==> config.mk <==
export PLATFORM = sky130hd
export DESIGN_NAME = ram_port_arbiter
export DESIGN_NICKNAME = d
export VERILOG_FILES = /design/src/rtl/ram_port_arbiter.sv
export SDC_FILE = /design/constraint.sdc
export NUM_CORES = 1
export LEC_CHECK = 0
export CAP_MARGIN = 20
export CORE_MARGIN = 3
export CORE_UTILIZATION = 43
export DETAILED_ROUTE_END_ITERATION = 8
export PLACE_DENSITY = 0.83
export SETUP_SLACK_MARGIN = 0.2
export SYNTH_ARGS = -nofsm -noshare
export SYNTH_HDL_FRONTEND = slang
export SYNTH_SLANG_ARGS = --single-unit
export TNS_END_PERCENT = 50
==> constraint.sdc <==
create_clock -name clk -period 2.9 [get_ports clk]
set_input_delay 0.29 -clock clk [delete_from_list [all_inputs] [get_ports clk]]
set_output_delay 0.29 -clock clk [all_outputs]
set_load 0.005 [all_outputs]
==> src/rtl/ram_port_arbiter.sv <==
// ram_port_arbiter: shares one async-read, single-write-port RAM between a CPU and a HOST requester
//   clk, reset                         clock and asynchronous active-high reset
//   cpu_req/we/addr/wdata -> cpu_ack   CPU request and one-cycle completion pulse, cpu_rdata read result
//   host_req/we/addr/wdata -> host_ack HOST request and completion pulse, host_rdata read result
//   host_lock                          HOST wins contested slots, bounded by LOCK_MAX
//   ram_we/r_addr/w_addr/w_data        drive the RAM during the ACC cycle, ram_r_data is its async read
//   busy                               high while an access occupies its ACC cycle
module ram_port_arbiter #(
   parameter int AW = 8,
   parameter int DW = 8,
   parameter int LOCK_MAX = 4
) (
   input  logic          clk,
   input  logic          reset,
   input  logic          cpu_req,
   input  logic          cpu_we,
   input  logic [AW-1:0] cpu_addr,
   input  logic [DW-1:0] cpu_wdata,
   output logic          cpu_ack,
   output logic [DW-1:0] cpu_rdata,
   input  logic          host_req,
   input  logic          host_we,
   input  logic [AW-1:0] host_addr,
   input  logic [DW-1:0] host_wdata,
   input  logic          host_lock,
   output logic          host_ack,
   output logic [DW-1:0] host_rdata,
   output logic          ram_we,
   output logic [AW-1:0] ram_r_addr,
   output logic [AW-1:0] ram_w_addr,
   output logic [DW-1:0] ram_w_data,
   input  logic [DW-1:0] ram_r_data,
   output logic          busy
);
   typedef enum logic {IDLE, ACC} state_t;
   state_t          state;
   logic            owner;
   logic            last;
   logic            cmd_we;
   logic [AW-1:0]   cmd_addr;
   logic [DW-1:0]   cmd_wdata;
   logic [7:0]      lock_cnt;
   logic            cpu_ok, host_ok, contest, force_cpu, grant, grant_host;
   // owner/last: 1 = HOST, 0 = CPU; the port finishing its ACC cycle cannot be re-granted at that edge
   always_comb begin
      cpu_ok = cpu_req & ~(state == ACC & ~owner);
      host_ok = host_req & ~(state == ACC & owner);
      contest = host_lock & cpu_req & host_req;
      force_cpu = (LOCK_MAX != 0) && (lock_cnt == 8'(LOCK_MAX)) && cpu_ok;
      grant_host = contest ? (~force_cpu & host_ok) : (host_ok & (~cpu_ok | ~last));
      grant = contest ? (force_cpu | host_ok) : (cpu_ok | host_ok);
   end
   always_ff @(posedge clk or posedge reset) begin
      if (reset) begin
         state <= IDLE;
         owner <= 1'b0;
         last <= 1'b1;
         cmd_we <= 1'b0;
         cmd_addr <= '0;
         cmd_wdata <= '0;
         lock_cnt <= '0;
         cpu_ack <= 1'b0;
         host_ack <= 1'b0;
         cpu_rdata <= '0;
         host_rdata <= '0;
      end else begin
         state <= grant ? ACC : IDLE;
         cpu_ack <= state == ACC & ~owner;
         host_ack <= state == ACC & owner;
         if (state == ACC && !cmd_we && !owner) cpu_rdata <= ram_r_data;
         if (state == ACC && !cmd_we && owner) host_rdata <= ram_r_data;
         if (grant) begin
            owner <= grant_host;
            last <= grant_host;
            cmd_we <= grant_host ? host_we : cpu_we;
            cmd_addr <= grant_host ? host_addr : cpu_addr;
            cmd_wdata <= grant_host ? host_wdata : cpu_wdata;
         end
         lock_cnt <= (!host_lock || (grant && !grant_host)) ? 8'd0 :
                     (contest && grant_host) ? lock_cnt + 8'd1 : lock_cnt;
      end
   end
   assign busy = state == ACC;
   assign ram_we = (state == ACC) & cmd_we;
   assign ram_r_addr = cmd_addr;
   assign ram_w_addr = cmd_addr;
   assign ram_w_data = cmd_wdata;
endmodule

==> impl_results.md, run 1 <==
* Status: finished, final reports clean
* CTS Buffer Depth at 2
* Mapped Nets at 257
* Worst slew pin tran at 0.9309 ns
* Die H at 78.55 microns
* Static leakage at roughly 1.3 nW
* Ant diodes at 0
* WP data arrival at 2.62 ns
* Placed wire-length estimate at 4506 microns
* R2r worst-path depth at 6
* Slowest-stage cell, CP: or4_4
* R2R setup slack at 0.47 ns
* Reg-to-reg endpoint: ram_r_addr[0]
* HP Start: last
* DRC at 0
* Commonest non-fill, non-tap cell in the layout: clkdlybuf4s50_1
* Hold Slack at 0.4824 ns
* Post-synthesis cell count at 208
* Synth Register Bits at 46
* Critical path class: reg2reg
* Clock Pin Slew Worst Setup and Hold Paths at roughly 0.10 ns
* Antenna Violating Nets Remaining at 0
* Design Area, Final at 3281 sq um
* Tmin final at 2.427 ns
* Yosys cell types at 45
* # H-tree levels at 2
* Largest net degree at the start of global routing at 47
* Data required, critical path at 3.10 ns
* Vias at 2002
* Max Clock Skew at 0.008134 ns
* First-pass GRT wire length at 10020 microns
* TNS Setup at 0 ns
* Total core area at 4911 sq um
* Top post-synthesis cells by area: dfrtp_1 50%, mux2_2 8.0%, a221o_1 3.5%
* Via density at 5.546
* Register area share after synthesis at 50.91%
* Syn_area_per_cell at 10.88 sq um
* Finish-stage setup viols at 0
* Nets at 342
* CTS tree: done
* # rows at 25
* Total global routing track utilization at 20.82%
* YS warnings at 0
* Vias in the first global route at between 2000 and 2500
* Max Slew Vio Count at 0
* Synth-to-layout area growth at 44.94%
* Max stage delay on crit path at 0.64 ns
* Clock sink total at 46
* Final core utilization at 66.80%
* Drt first pass iters at 4
* Drt first-iter violations at 126
* PwrDens at approximately 890 nW/um^2
* Die area at 6170 sq um
* Max VDD drop at 0.0005604 V
* Startpoint types: flop
* Final WL at between 6000 and 7000 microns
* Post-synth top area share at 49.75%
* Worst-Skew Late Latency at approximately 0.31 ns
* Hold path cells at 2
* Inserted Clock Buffers at 5
* RSZ-0062 raised after global routing: false
* Reg2Reg Launch Point: lock_cnt[0]
* Post-CTS Setup Inserts at 0
* PortBufs at 90
* WL/cell at between 15 and 20 microns
* Hold Crit Endpoint: last
* DP Area at 3183 sq um
* Initial Util at 46.09%
* GRT overflow at 0
* Initial antenna violation count at 0
* Final Cycle Share at 83.68%
* Post-CTS Resized at 0
* Layout cell share with drive strength beyond 1 at 13.27%
* Post-synth design cell area at 2263 sq um
* Most frequent cells in the layout: 90 x clkdlybuf4s50_1, 45 x dfrtp_1, 16 x mux2_2
* Synth area leader: dfrtp_1
* I/O pin total at 91
* Hold buffer count at CTS at 0
* Crit path capture type: flop
* Crit-path cells: inv_1, ha_1, or4b_4, or4_4, and3_1, a221o_1
* Max-cap violation count at 0
* Clock Tree Root: clkbuf_8
* Final hold vios at 0
* Placer Congestion at 0.9076
* Chip width at about 79 microns
* Max Clk Rate at 412.1 MHz
* Hold WC Path Type: reg2reg
* Relative slew slack at 37.85%
* Max FO, Critical Path at 22
per-layer routing:
layer / vias up / wire [microns] / global-route usage, %
met5: - / 0 / 0
met4: 0 / 98 / 7.692
met3: 8 / 318 / 4.702
met2: 69 / 3120 / 35.23
met1: 976 / 2560 / 25.91
li1: 949 / - / -
critical path, delay by kind of cell (launching register included):
family          cells  cell delay (ns)
simple gates        3             1.35
flops               1             0.44
compound gates      1             0.26
fa+ha+maj           1             0.16
buf+inv             1             0.10
metrics by stage:
stage	instances	setup slack, ns	power, mW
floorplan	208	0.6598	1.734
global placement	353	0.4070	2.478
detailed placement	353	0.3747	2.523
CTS	361	0.4728	2.961
global route	361	0.3831	3.115
finish	361	0.4734	2.928
power breakdown:
part	leakage (nW)	internal, mW	total, mW	switching [mW]
clock network	0.0506	0.181	0.431	0.251
logic	0.720	0.887	1.40	0.515
registers	0.556	0.917	1.10	0.179
flip-flops by register name, summed over array words and instances, names as in the netlist:
| name | count |
|---|---|
| owner | 1 |
| host_rdata | 8 |
| last | 1 |
| busy | 1 |
| cmd_we | 1 |
| cpu_rdata | 8 |
| lock_cnt | 8 |
| ram_w_data | 8 |
| cpu_ack | 1 |
| host_ack | 1 |
| ram_r_addr | 8 |
logic make-up after synthesis:
family	synth area share (%)
AO/OA/AOI/OAI	15.87
adder cells (fa/ha/maj)	1.105
buffers and inverters	5.860
flip-flops	50.91
multiplexers	7.960
AND/OR/NAND/NOR	18.30
synthesized netlist by cell type:
cell type and instances:
and4bb_2 1, a21boi_0 3, inv_1 5, o21ai_0 14
o211a_1 1, buf_6 1, a31oi_1 8, nand2_1 11
nor3_1 10, or4b_4 1, nand4b_1 1, a21bo_1 1
a21oi_1 4, a211oi_1 3, nor2b_1 2, or4_1 3
a311oi_1 2, nand4_1 3, clkbuf_1 5, nor3b_1 2
o311ai_0 1, nor2_1 2, nand2b_1 3, nand3_1 12
or2_2 1, a41oi_1 1, or4_4 1, o211ai_1 1
or3_1 1, dfrtp_1 45, clkinv_1 1, ha_1 2
o21ai_2 1, buf_4 8, buf_2 4, a221o_1 8
mux2_2 16, o22ai_1 1, dfstp_2 1, o31ai_1 1
and3_1 9, nor4_4 1, a2bb2oi_1 1, nor2_2 1
and2_1 4
worst max path at each step:
stage	to	slack, ns	start
global placement	ram_w_data[0]	0.41	cpu_req
global route	ram_w_data[4]	0.38	lock_cnt[0]
floorplan	ram_w_data[0]	0.66	lock_cnt[0]
finish	ram_r_addr[0]	0.47	lock_cnt[0]
CTS	ram_r_addr[0]	0.47	lock_cnt[0]
detailed placement	ram_r_addr[0]	0.37	cpu_req
layout make-up:
type / count / area, sq um
fillers: 415 / 1630
flip-flops and latches: 46 / 1152
multi-input cells: 138 / 978.4
repair buffers: 96 / 945.9
well taps: 67 / 83.83
clock buffers: 5 / 68.82
clock inverters: 3 / 28.78
inverters: 6 / 22.52
Note: power is estimated with default switching activity, not from simulation.
==> run 2, diff against run 1 <==
Settings changed: CORE_UTILIZATION 43 to 39, PLACE_DENSITY 0.83 to 0.79.
Clock period 2.9 ns to 2 ns, I/O delays scaled along.
==> run 2 against run 1 <==
- the run now ends with negative setup slack left
- cell area grew 12%
- register-to-register slack worse by 0.62 ns
- sequential power rose by 45%
- sequential share of layout area decreased by 3.8 points
- routed wire length is 13% higher
- combinational power rose by 62%
- via count rose by 11%
- core utilization down 0.81 points
- first-iteration DRC count increased by 15%
- die area up 9.5%
- global-route usage shrank 0.27 points
- setup slack got worse by 0.62 ns
- largest cell class is now buffers
- largest power group unchanged
==> impl_results.md, run 2 (synthesis results as in run 1) <==
* Status: complete, but fails checks
* Failing checks: negative setup slack
* Vias in the first global route at 2101 (+2.9%)
* Ant diodes at 0 (unchanged)
* Static leakage at 1.507 nW (+14%)
* Hold buffer count at CTS at 0 (unchanged)
* Worst-Skew Late Latency at 0.30 ns (about the same)
* TNS Setup at -1.606 ns (-1.606 ns)
* # H-tree levels at 2 (unchanged)
* Vias at 2222 (+11%)
* Multi-input combinational cell area at 1101 sq um (+13%)
* DP Area at 3417 sq um (+7.4%)
* Max VDD drop at 0.0006551 V (+17%)
* Die area at 6754 sq um (+9.5%)
* Max FO, Critical Path at 5 (-77%)
* Reg-to-reg endpoint: ram_w_data[5]
* Synth-to-layout area growth at 62.52%
* GRT overflow at 0 (unchanged)
* Max Clock Skew at 0.003584 ns (-0.004550 ns)
* Placer Congestion at 0.9373 (+3.3%)
* Hold WC Path Type: in2async
* Final hold vios at 0 (unchanged)
* Clock Tree Root: clkbuf_8
* Final Cycle Share at 107.3% (+24 points)
* Clock sink total at 46 (unchanged)
* Clock Pin Slew Worst Setup and Hold Paths at 0.09 ns (about the same)
* Placed wire-length estimate at 4986 microns (+11%)
* Nets at 374 (+9.4%)
* PwrDens at 1240 nW/um^2 (+39%)
* Chip width at 82.18 microns (+4.6%)
* CTS Buffer Depth at 2 (unchanged)
* Max-cap violation count at 0 (unchanged)
* Max Clk Rate at 466.0 MHz (+13%)
* Largest net degree at the start of global routing at 47 (unchanged)
* CTS tree: done
* Final WL at 6906 microns (+13%)
* Critical path class: reg2reg
* R2R setup slack at -0.15 ns (-0.62 ns)
* Post-route insts no fill at 398 (+10%)
* Setup WS post-layout at -0.1459 ns (-0.6193 ns)
* Inserted Clock Buffers at 5 (unchanged)
* Drt first pass iters at 4 (unchanged)
* Tmin final at 2.146 ns (-0.2807 ns)
* Layout cell share with drive strength beyond 1 at 26.99% (+14 points)
* Design Area, Final at 3679 sq um (+12%)
* Final core utilization at 65.99% (-0.81 points)
* Startpoint types: flop
* Initial antenna violation count at 0 (unchanged)
* Storage cell area at 1154 sq um (+0.11%)
* I/O pin total at 91 (unchanged)
* Die H at 82.18 microns (+4.6%)
* Dpl cells at 385 (+9.1%)
* Antenna Violating Nets Remaining at 0 (unchanged)
* Via density at 5.583 (+0.67%)
* Reg2Reg Launch Point: lock_cnt[0]
* Relative slew slack at 61.12% (+23 points)
* Worst slew pin tran at 0.5832 ns (-0.3477 ns)
* Total global routing track utilization at 20.55% (-0.27 points)
* WL/cell at 17.35 microns (+2.7%)
* Data required, critical path at 2.19 ns (-0.91 ns)
* # rows at 27 (+8.0%)
* Most frequent cells in the layout: 89 x clkdlybuf4s50_1, 44 x dfrtp_1, 33 x buf_4
* Max Slew Vio Count at 0 (unchanged)
* Initial Util at 40.61% (-5.5 points)
* Finish-stage setup viols at 23 (+23)
* DRC at 0 (unchanged)
* RSZ-0062 raised after global routing: true
* Commonest non-fill, non-tap cell in the layout: clkdlybuf4s50_1
* Fillcell total at 389 (-6.3%)
* First-pass GRT wire length at 10550 microns (+5.3%)
* R2r worst-path depth at 6 (unchanged)
* Drt first-iter violations at 145 (+15%)
* WP data arrival at 2.33 ns (-0.29 ns)
* Crit path capture type: flop
* PortBufs at 90 (unchanged)
* Total core area at 5574 sq um (+14%)
==> run 2: cell types whose count changed in the layout (fill, tap and decap cells not counted), moves of 2 or more <==
| cell | previous run | this run |
|---|---|---|
| a21boi_0 | 3 | 1 |
| and3_1 | 9 | 4 |
| and3_4 | 0 | 5 |
| buf_12 | 0 | 2 |
| buf_4 | 6 | 33 |
| nand2_1 | 11 | 9 |
| o21ai_4 | 0 | 2 |
| or4_1 | 3 | 1 |
| or4_4 | 1 | 4 |
==> run 2: critical path: stages, from the launching register on <==
cell     delay [ns]
dfrtp_1        0.40
inv_2          0.06
ha_1           0.13
or4b_4         0.50
or4_4          0.50
and3_4         0.20
a221o_1        0.25
==> run 2: where the power goes <==
part | internal, mW | switching [mW]
logic | 1.44 | 0.837
registers | 1.33 | 0.254
clock network | 0.375 | 0.328
==> run 2: final cells by class <==
class | count | area share [%]
flip-flops and latches | 46 | 31.36
inverters | 6 | 0.6122
repair buffers | 126 | 32.59
clock buffers | 5 | 1.871
clock inverters | 3 | 1.190
well taps | 72 | 2.449
multi-input cells | 140 | 29.93
==> run 2: timing repair <==
action	in CTS	in global routing
gates cloned	2	0
gates resized for setup	19	10
pin swaps	3	5
buffers inserted	1	2
endpoints found under the setup margin	28	28
==> run 2: routing by layer <==
| layer | global-route usage (%) | vias to the layer above | routed length [microns] |
|---|---|---|---|
| met5 | 0 | - | 0 |
| met2 | 34.21 | 96 | 3413 |
| met1 | 25.24 | 1087 | 2793 |
| met4 | 9.468 | 0 | 174 |
| li1 | - | 1021 | - |
| met3 | 4.555 | 18 | 525 |
==> run 2: how the worst max path moves through the flow <==
stage                start       endpoint  slack, ns  depth (start not counted)
4_1_cts        lock_cnt[0]  ram_w_data[5]      -0.12                          6
3_3_place_gp     host_lock  ram_r_addr[3]      -0.18                          8
2_1_floorplan  lock_cnt[0]  ram_w_data[0]      -0.17                          7
6_report       lock_cnt[0]  ram_w_data[5]      -0.15                          6
5_1_grt        lock_cnt[1]  ram_w_data[5]      -0.19                          6
3_5_place_dp     host_lock  ram_r_addr[2]      -0.20                          8
==> run 2: metrics by stage <==
| step | total power, mW | worst slack, ns | hold slack (ns) |
|---|---|---|---|
| 2_1_floorplan | 2.514 | -0.1743 | 0.3449 |
| 3_3_place_gp | 3.720 | -0.1756 | 0.4625 |
| 3_5_place_dp | 3.776 | -0.1963 | 0.4668 |
| 4_1_cts | 4.555 | -0.1157 | 0.3725 |
| 5_1_grt | 4.862 | -0.1896 | 0.4303 |
| 6_report | 4.563 | -0.1459 | 0.3646 |
==> run 3, diff against run 2 <==
Settings changed: ABC_AREA set to 1, CORE_UTILIZATION 39 to 40, PLACE_DENSITY 0.79 to 0.8.
==> run 3 against run 2 <==
- clock power shrank 1%
- cell area shrank 6.7%
- the flow now finishes without violations
- sequential share of layout area grew 2.2 points
- synthesized cell count increased by 42%
- global-route usage down 1.9 points
- largest power group unchanged
==> impl_results.md, run 3 <==
* Status: finished, final reports clean
* Yosys cell types at 23 (-49%)
* PortBufs at 90 (unchanged)
* Post-synth top area share at 47.85% (-1.9 points)
* Worst-Skew Late Latency at 0.30 ns (about the same)
* Max Clock Skew at 0.006297 ns (+0.002712 ns)
* Nets at 435 (+16%)
* Cell with the most instances after synthesis: nand2_1
* TNS Setup at 0 ns (+1.606 ns)
* Number of synthesized flops with an enable pin at 0 (unchanged)
* Die H at 82.71 microns (+0.64%)
* Drt first-iter violations at 111 (-23%)
* Total global routing track utilization at 18.64% (-1.9 points)
* Post-synthesis cell count at 295 (+42%)
* WP data arrival at 1.93 ns (-0.40 ns)
* Final WL at 5818 microns (-16%)
* Placed wire-length estimate at 4381 microns (-12%)
* Reg2Reg Launch Point: lock_cnt[0]
* RSZ-0062 raised after global routing: true
* Synth top cells by count: 101 x nand2_1, 45 x dfrtp_1, 44 x inv_1, 26 x nand3_1, 19 x o21ai_0
* Largest net degree at the start of global routing at 29 (-38%)
* Relative slew slack at 62.48% (+1.4 points)
* Dpl cells at 446 (+16%)
* Post-synth design cell area at 2354 sq um (+4.0%)
* Inserted Clock Buffers at 5 (unchanged)
* Clock Pin Slew Worst Setup and Hold Paths at 0.09 ns (about the same)
* Via density at 4.739 (-15%)
* Worst slew pin tran at 0.5620 ns (-0.02122 ns)
* PwrDens at 1229 nW/um^2 (-0.89%)
* Max Clk Rate at 591.9 MHz (+27%)
* Ant diodes at 0 (unchanged)
* I/O pin total at 91 (unchanged)
* GRT overflow at 0 (unchanged)
* Synth Register Bits at 46 (unchanged)
* Max VDD drop at 0.0006279 V (-4.2%)
* Syn_area_per_cell at 7.978 sq um (-27%)
* First-pass GRT wire length at 9839 microns (-6.7%)
* Mapped Nets at 344 (+34%)
* Hold WC Path Type: in2async
* Startpoint types: flop
* Chip width at 82.71 microns (+0.64%)
* Critical path class: reg2reg
* Post-route insts no fill at 459 (+15%)
* WL/cell at 12.68 microns (-27%)
* Vias in the first global route at 2232 (+6.2%)
* Register area share after synthesis at 48.96% (-1.9 points)
* Tmin final at 1.690 ns (-0.4564 ns)
* Total core area at 5608 sq um (+0.61%)
* Layout cell share with drive strength beyond 1 at 9.044% (-18 points)
* Clock sink total at 46 (unchanged)
* Max Slew Vio Count at 0 (unchanged)
* CTS Buffer Depth at 2 (unchanged)
* Final Cycle Share at 84.48% (-23 points)
* Final hold vios at 0 (unchanged)
* Data required, critical path at 2.24 ns (+0.05 ns)
* CP startpoint: lock_cnt[0]
* Synth Flop Type: dfrtp_1
* Synth area leader: dfrtp_1
* Drt first pass iters at 4 (unchanged)
* Ys async rst share at 100.0% (unchanged)
* Most frequent cells in the layout: 101 x nand2_1, 90 x clkdlybuf4s50_1, 45 x dfrtp_1
* Die area at 6840 sq um (+1.3%)
* # H-tree levels at 2 (unchanged)
* Max FO, Critical Path at 5 (unchanged)
* Vias at 2175 (-2.1%)
* DRC at 0 (unchanged)
* Commonest non-fill, non-tap cell in the layout: nand2_1
* YS warnings at 0 (unchanged)
* Crit path capture type: flop
* Max-cap violation count at 0 (unchanged)
* Antenna Violating Nets Remaining at 0 (unchanged)
* Initial Util at 41.97% (+1.4 points)
* Synth-to-layout area growth at 45.77%
* Static leakage at 1.724 nW (+14%)
* Initial antenna violation count at 0 (unchanged)
* Placer Congestion at 0.7838 (-16%)
* # rows at 27 (unchanged)
* Clock Tree Root: clkbuf_8
* Top post-synthesis cells by area: dfrtp_1 48%, nand2_1 16%, inv_1 7.0%
* Finish-stage setup viols at 0 (-100%)
* CTS tree: done
==> run 3: final cells by class <==
class                      count  area, sq um
inverter                      47        181.4
clock buffer                   6        72.57
sequential                    46         1152
multi-input combinational    186        908.4
timing repair buffer         100        988.4
fill                         484         2177
tap                           72        90.09
clock inverter                 2        37.54
==> run 3: timing repair <==
item / in CTS / in global routing
setup buffers: 0 / 5
resized for setup: 1 / 1
endpoints found under the setup margin: 12 / 15
pin swaps: 0 / 1
hold buffers: 0 / 0
==> run 3: cells by family (layout without fill, tap and decap cells) <==
logic type / after synthesis / after routing / synth area share, %
AND/OR/NAND/NOR: 157 / 157 / 30.14
buffers and inverters: 63 / 155 / 13.13
flip-flops: 46 / 46 / 48.96
AO/OA/AOI/OAI: 22 / 22 / 4.838
XOR/XNOR: 5 / 5 / 1.861
adder cells (fa/ha/maj): 2 / 2 / 1.063
==> run 3: worst max-delay path: stages (launching register included) <==
cell	delay (ns)
dfrtp_1	0.41
inv_1	0.08
ha_1	0.22
nand2_1	0.08
nor2_1	0.04
nand2_1	0.18
nand3_1	0.22
inv_1	0.19
nand4_1	0.11
nand2_1	0.09
==> run 3: worst paths after layout <==
kind	endpoint	slack, ns	cells after the start
min reg2reg	ram_w_data[7]	0.49	2
min	host_rdata[4]	0.26	2
max	lock_cnt[2]	0.31	9
max in group asynchronous	ram_w_data[7]	1.14	3
max reg2reg	lock_cnt[2]	0.31	9
min in group clk	ram_w_data[4]	0.45	3
==> run 3: metrics by stage <==
stage          hold slack (ns)  worst slack, ns  util (%)  cell area, sq um  power [mW]
6_report                0.2643           0.3105     61.18              3431       4.218
4_1_cts                 0.2795           0.2436     60.13              3372       4.186
3_3_place_gp            0.4642           0.1683     58.03              3254       3.397
3_5_place_dp            0.4678          0.09622     58.03              3254       3.457
5_1_grt                 0.3051           0.1804     61.18              3431       4.562
2_1_floorplan           0.3199           0.6097         -              2354       2.422
==> run 3: where the power goes <==
part / internal [mW] / switching (mW) / leakage [nW]
combinational: 1.12 / 0.843 / 1.10
sequential: 1.32 / 0.243 / 0.570
clock: 0.373 / 0.322 / 0.0514
total: 2.81 / 1.41 / 1.72
==> run 3: metal layers <==
metal  global-route usage [%]  part of all wire (%)  vias up
li1                         -                     -     1083
met5                        0                     0        -
met1                    24.02                    43     1005
met4                    6.536                   1.4        0
met2                    29.97                    48       78
met3                    5.315                   7.4        9
